**config.mk**
```make
export PLATFORM = sky130hd
export DESIGN_NAME = vram_arbiter
export DESIGN_NICKNAME = d
export VERILOG_FILES = /design/src/rtl/vram_pkg.sv /design/src/rtl/vram_tag_pipe.sv /design/src/rtl/vram_arbiter.sv
export SDC_FILE = /design/constraint.sdc
export NUM_CORES = 1
export LEC_CHECK = 0
export CAP_MARGIN = 20
export CORE_MARGIN = 3
export CORE_UTILIZATION = 42
export CTS_CLUSTER_SIZE = 16
export DETAILED_ROUTE_END_ITERATION = 16
export PLACE_DENSITY_LB_ADDON = 0.05
export SYNTH_ARGS = -nofsm -noshare
export SYNTH_HDL_FRONTEND = slang
export SYNTH_SLANG_ARGS = --single-unit
```
**constraint.sdc**
```tcl
create_clock -name i_clk -period 3.5 [get_ports i_clk]
set_clock_uncertainty 0.2 [all_clocks]
set_input_delay 0.7 -clock i_clk [delete_from_list [all_inputs] [get_ports i_clk]]
set_output_delay 0.7 -clock i_clk [all_outputs]
set_load 0.05 [all_outputs]
```
**src/rtl/vram_pkg.sv**
```systemverilog
// Shared types for the screen RAM arbiter: access tags, attribute area base and address helper.
// The attribute fetch path is only built when VRAM_ATTR_EN is defined.
package vram_pkg;

    localparam logic [12:0] ATTR_BASE_DEF = 13'h1800;

    typedef enum logic [2:0] {
        TAG_NONE,
        TAG_VBMP,
        TAG_VATTR,
        TAG_CPURD,
        TAG_CPUWR
    } tag_t;

    // Attribute cell for a bitmap byte: character row {y[7:6],y[5:3]} and column x[7:3].
    function automatic logic [12:0] attrAddr(input logic [12:0] base, input logic [12:0] bmpAddr);
        attrAddr = base + {3'b000, bmpAddr[12:11], bmpAddr[7:5], bmpAddr[4:0]};
    endfunction

endpackage

```
**src/rtl/vram_tag_pipe.sv**
```systemverilog
// Two-stage shift register carrying the access tag alongside the RAM read latency.
// Stage 1 matches the cycle the RAM sees the address, stage 2 the cycle read data is valid.
module vram_tag_pipe
    import vram_pkg::*;
(
    input  logic i_clk,
    input  logic i_reset,
    input  tag_t i_tag,
    output tag_t o_stage1,
    output tag_t o_stage2
);

    tag_t r_stage1;
    tag_t r_stage2;

    always_ff @(posedge i_clk) begin
        if (!i_reset) begin
            r_stage1 <= TAG_NONE;
            r_stage2 <= TAG_NONE;
        end else begin
            r_stage1 <= i_tag;
            r_stage2 <= r_stage1;
        end
    end

    assign o_stage1 = r_stage1;
    assign o_stage2 = r_stage2;

endmodule

```
**src/rtl/vram_arbiter.sv**
```systemverilog
// Screen RAM arbiter: video fetches take the slot at fixed latency, the CPU fills free slots.
// Define VRAM_ATTR_EN to add the attribute byte fetch and the sticky overrun flag.
module vram_arbiter
    import vram_pkg::*;
#(
    parameter int ADDR_W = 13,
    parameter int DATA_W = 8
`ifdef VRAM_ATTR_EN
    ,
    parameter logic [ADDR_W-1:0] ATTR_BASE = ADDR_W'(ATTR_BASE_DEF)
`endif
) (
    input  logic              i_clk,
    input  logic              i_reset,
    input  logic              i_vid_req,
    input  logic [ADDR_W-1:0] i_vid_addr,
    output logic [DATA_W-1:0] o_vid_data,
    output logic [DATA_W-1:0] o_vid_attr,
    output logic              o_vid_valid,
    output logic              o_vid_ovr,
    input  logic              i_cpu_req,
    input  logic              i_cpu_we,
    input  logic [ADDR_W-1:0] i_cpu_addr,
    input  logic [DATA_W-1:0] i_cpu_wdata,
    output logic [DATA_W-1:0] o_cpu_rdata,
    output logic              o_cpu_ack,
    output logic [ADDR_W-1:0] o_ram_addr,
    output logic              o_ram_we,
    output logic [DATA_W-1:0] o_ram_wdata,
    input  logic [DATA_W-1:0] i_ram_rdata
);

    logic              w_vidIssue;
    logic              w_attrIssue;
    logic              w_cpuGrant;
    tag_t              w_issueTag;
    logic [ADDR_W-1:0] w_issueAddr;
    tag_t              w_tag1;
    tag_t              w_tag2;
    logic              r_cpuBusy;

`ifdef VRAM_ATTR_EN
    logic              r_attrPending;
    logic [ADDR_W-1:0] r_attrAddr;
    logic [DATA_W-1:0] r_bmpHold;

    assign w_attrIssue = r_attrPending;
    assign w_vidIssue  = i_vid_req && !r_attrPending;

    // A new request landing on the pending attribute slot is dropped and flagged.
    always_ff @(posedge i_clk) begin
        if (!i_reset) begin
            r_attrPending <= 1'b0;
            r_attrAddr    <= '0;
            o_vid_ovr     <= 1'b0;
        end else begin
            r_attrPending <= w_vidIssue;
            if (w_vidIssue) begin
                r_attrAddr <= ADDR_W'(attrAddr(13'(ATTR_BASE), 13'(i_vid_addr)));
            end
            if (i_vid_req && r_attrPending) begin
                o_vid_ovr <= 1'b1;
            end
        end
    end
`else
    assign w_attrIssue = 1'b0;
    assign w_vidIssue  = i_vid_req;
    assign o_vid_attr  = '0;
    assign o_vid_ovr   = 1'b0;
`endif

    assign w_cpuGrant = i_cpu_req && !r_cpuBusy && !w_vidIssue && !w_attrIssue;

    always_comb begin
        w_issueTag  = TAG_NONE;
        w_issueAddr = '0;
`ifdef VRAM_ATTR_EN
        if (w_attrIssue) begin
            w_issueTag  = TAG_VATTR;
            w_issueAddr = r_attrAddr;
        end else
`endif
        if (w_vidIssue) begin
            w_issueTag  = TAG_VBMP;
            w_issueAddr = i_vid_addr;
        end else if (w_cpuGrant) begin
            w_issueTag  = i_cpu_we ? TAG_CPUWR : TAG_CPURD;
            w_issueAddr = i_cpu_addr;
        end
    end

    // The CPU stays busy through its ack cycle so a held request is not re-sampled there.
    always_ff @(posedge i_clk) begin
        if (!i_reset) begin
            o_ram_addr  <= '0;
            o_ram_we    <= 1'b0;
            o_ram_wdata <= '0;
            r_cpuBusy   <= 1'b0;
        end else begin
            o_ram_we <= 1'b0;
            if (w_issueTag != TAG_NONE) begin
                o_ram_addr <= w_issueAddr;
            end
            if (w_cpuGrant) begin
                o_ram_we    <= i_cpu_we;
                o_ram_wdata <= i_cpu_wdata;
                r_cpuBusy   <= 1'b1;
            end else if (o_cpu_ack) begin
                r_cpuBusy <= 1'b0;
            end
        end
    end

    vram_tag_pipe u_tagPipe (
        .i_clk    (i_clk),
        .i_reset  (i_reset),
        .i_tag    (w_issueTag),
        .o_stage1 (w_tag1),
        .o_stage2 (w_tag2)
    );

    always_ff @(posedge i_clk) begin
        if (!i_reset) begin
            o_vid_data  <= '0;
            o_vid_valid <= 1'b0;
            o_cpu_rdata <= '0;
            o_cpu_ack   <= 1'b0;
`ifdef VRAM_ATTR_EN
            o_vid_attr  <= '0;
            r_bmpHold   <= '0;
`endif
        end else begin
            o_vid_valid <= 1'b0;
            o_cpu_ack   <= (w_tag1 == TAG_CPUWR);
            case (w_tag2)
                TAG_CPURD: begin
                    o_cpu_rdata <= i_ram_rdata;
                    o_cpu_ack   <= 1'b1;
                end
`ifdef VRAM_ATTR_EN
                TAG_VBMP: r_bmpHold <= i_ram_rdata;
                TAG_VATTR: begin
                    o_vid_data  <= r_bmpHold;
                    o_vid_attr  <= i_ram_rdata;
                    o_vid_valid <= 1'b1;
                end
`else
                TAG_VBMP: begin
                    o_vid_data  <= i_ram_rdata;
                    o_vid_valid <= 1'b1;
                end
`endif
                default: ;
            endcase
        end
    end

endmodule

```
==> flow_metrics.env <==
export IMPL_grt_setup_unrepaired="false"
export IMPL_ff2ff_setup_slack_ps=1890
export IMPL_die_height_um=71.54
export IMPL_maxSlewHeadroom_pct=37.82
export IMPL_ir_worst_vdd_mv=0.2812
export IMPL_layout_min_cycle_time_ps=2371
export IMPL_drv_max_cap_violation_count=0
export IMPL_ant_nets=0
export IMPL_final_core_utilization_pct=67.21
export IMPL_final_setup_viol_count=0
export IMPL_flow_area_growth_from_synthesis_pct=52.22
export IMPL_fillerInstances=366
export IMPL_synth_seq_cells=47
export IMPL_initial_util_pct=44.15
export IMPL_first_pass_grt_wire_length_mm=6.658
export IMPL_antenna_diode_count=0
export IMPL_timing_critical_path_buf_inv=1
export IMPL_hold_viol_final=0
export IMPL_gp_congestion=0.6917
export IMPL_die_x_um=71.54
export IMPL_grt_util_all_layers_pct=16.20
export IMPL_quantity_of_gates_resized_following_cts=0
export IMPL_detailedRoute_firstIterationViolations=64
export IMPL_ios=96
export IMPL_cts_hold_fix_buffers=0
export IMPL_synthesis_area_per_instance_um2=9.112
export IMPL_hold_path_startpoint="u_tagPipe.o_stage1[2]$_SDFF_PN0_"
export IMPL_syn_cell_area_mm2=0.001804
export IMPL_worstPathMaxFanout=2
export IMPL_total_global_routing_overflow=0
export IMPL_critPathMaxStageDelay_ps=830
export IMPL_route_vias_total=1562
export IMPL_ctsHtreeMaxLevel=2
export IMPL_place_detailed_hpwl_mm=2.978
export IMPL_worstMarginPinSlew_ps=932.8
export IMPL_number_of_distinct_library_cell_variants_in_the_gate_level_netlist_after_synthesis=21
export IMPL_hp_class="reg -> reg"
export IMPL_clk_transition_reported_paths_ps=90
export IMPL_cts_root_buf="sky130_fd_sc_hd__clkbuf_8"
export IMPL_worstHoldEndpoint="o_cpu_ack$_SDFF_PN0_"
export IMPL_clock_sinks=47
export IMPL_outcome="complete, no violations"
export IMPL_critPathLaunchType="flop"
export IMPL_reg2reg_from="u_tagPipe.o_stage2[2]$_SDFF_PN0_"
export IMPL_final_common_cell="sky130_fd_sc_hd__clkdlybuf4s50_1"
export IMPL_crit_path_cell_trace="clkdlybuf4s50_1"
export IMPL_synth_seq_area_share_pct=52.15
export IMPL_critPathRequiredTime_ps=2600
export IMPL_insertion_delay_ps=300
export IMPL_power_per_cell_area_mw_per_mm2=454.0
export IMPL_grt_pass1_vias=1491
export IMPL_route_final_wire_length_mm=4.117
export IMPL_fin_hold_ws_ps=262.4
export IMPL_p_leak_uw=0.001061
export IMPL_clock_path_buffers=2
export IMPL_timing_setup_tns_ps=0
export IMPL_initial_antenna_violation_count=0
export IMPL_end_kind="output pin"
export IMPL_number_of_buffers_added_on_ports=86
export IMPL_most_common_layout_cells="sky130_fd_sc_hd__clkdlybuf4s50_1 (85), sky130_fd_sc_hd__dfxtp_1 (47), sky130_fd_sc_hd__o21ai_0 (29), sky130_fd_sc_hd__nand3_1 (23), sky130_fd_sc_hd__nand2_1 (17)"
export IMPL_wl_cell_um=12.59
export IMPL_grt_max_degree=61
export IMPL_worst_flop_to_flop_path_endpoint="o_vid_data[2]$_SDFFE_PN0P_"
export IMPL_cts_buffers=5
export IMPL_detail_route_vias_per_cell=4.777
export IMPL_whs_path_depth=2
export IMPL_placementRows=23
export IMPL_final_max_slew_viol_count=0
export IMPL_post_syn_instances=198
export IMPL_period_share_pct=67.74
export IMPL_drt_pass1_iterations=4
export IMPL_path_depth_of_the_worst_reg2reg_path=3
export IMPL_critical_path_slowest_cell="sky130_fd_sc_hd__clkdlybuf4s50_1"
export IMPL_maxClockFrequency_mhz=421.8
export IMPL_drive_gt1_share_pct=7.581
export IMPL_die_area_mm2=0.005118
export IMPL_crit_arrival_ps=1470
export IMPL_timing_setup_critical_path_class="reg -> out"
export IMPL_cp_top_family="buffers and inverters"
export IMPL_synth_yosys_warnings=0
export IMPL_buffer_count_from_post_cts_setup_fixing=0
export IMPL_tritoncts="built"
export IMPL_finalNetCount=323
export IMPL_route_detailed_drc=0
export IMPL_design_core_area_mm2=0.004086
## stage by stage
step | instances | instance area (um^2) | total power, uW | worst slack, ps
3_5_place_dp | 319 | 2625 | 842.7 | 1188
2_1_floorplan | 206 | 1834 | 749.0 | 1786
4_1_cts | 327 | 2746 | 1261 | 1113
6_report | 327 | 2746 | 1247 | 1129
5_1_grt | 327 | 2746 | 1294 | 1076
3_3_place_gp | 319 | 2625 | 840.8 | 1262
## Yosys cell counts, drive strengths merged
cell	instances	area share [%]
nand3b	1	0.42
nor2b	1	0.35
conb	1	0.21
or3b	1	0.49
o21ai	37	12
nand3	24	6.9
and3	3	1.0
a21oi	16	4.4
and2	3	1.0
nor3b	1	0.42
buf	15	6.1
mux2i	13	7.2
nor2	4	0.83
nand2	17	3.5
inv	4	0.83
dfxtp	47	52
clkbuf	10	2.1
## final cells by class
| type | instances | area [um^2] | area share (%) |
|---|---|---|---|
| clock buffers | 6 | 82.58 | 3.007 |
| multi-input cells | 130 | 735.7 | 26.79 |
| flip-flops and latches | 47 | 940.9 | 34.26 |
| clock inverters | 2 | 38.79 | 1.412 |
| well taps | 50 | 62.56 | 2.278 |
| inverters | 4 | 15.01 | 0.5467 |
| repair buffers | 88 | 870.8 | 31.71 |
## worst max path at each step
| stage | from | endpoint | slack [ps] | cells after the start |
|---|---|---|---|---|
| after floorplan | i_cpu_req | o_ram_addr[10]$_SDFFE_PN0P_ | 1790 | 5 |
| after global placement | i_vid_req | o_ram_addr[9]$_SDFFE_PN0P_ | 1260 | 4 |
| after detailed placement | i_vid_req | o_ram_addr[6]$_SDFFE_PN0P_ | 1190 | 4 |
| after CTS | o_ram_addr[4]$_SDFFE_PN0P_ | o_ram_addr[4] | 1110 | 1 |
| after global routing | o_vid_data[6]$_SDFFE_PN0P_ | o_vid_data[6] | 1080 | 1 |
| final | o_vid_data[6]$_SDFFE_PN0P_ | o_vid_data[6] | 1130 | 1 |
## power by group
group | switching [uW] | internal (uW)
Combinational | 155 | 103
Sequential | 11.7 | 559
Clock | 183 | 235
Total | 350 | 897
## cells by family (layout without fill, tap and decap cells)
kind of cell / count (synthesis) / after routing / share of synthesized area (%)
AO/OA/AOI/OAI: 53 / 53 / 16.37
buffers and inverters: 29 / 100 / 9.015
flip-flops: 47 / 47 / 52.15
multiplexers: 13 / 13 / 7.212
other: 1 / 9 / 0.2078
AND/OR/NAND/NOR: 55 / 55 / 15.05
## registers in the layout, summed over array words and instances (netlist names), 3 cells and up
signal,flops
u_tagPipe.o_stage1,3
o_ram_wdata,8
o_cpu_rdata,8
u_tagPipe.o_stage2,3
o_ram_addr,13
o_vid_data,8
## per-layer routing
metal | global-route usage (%) | wire length, um
met5 | 0 | 0
met4 | 4.384 | 35
met3 | 5.330 | 390
met2 | 28.57 | 1949
met1 | 18.75 | 1741
(Power assumes the default switching activity.)
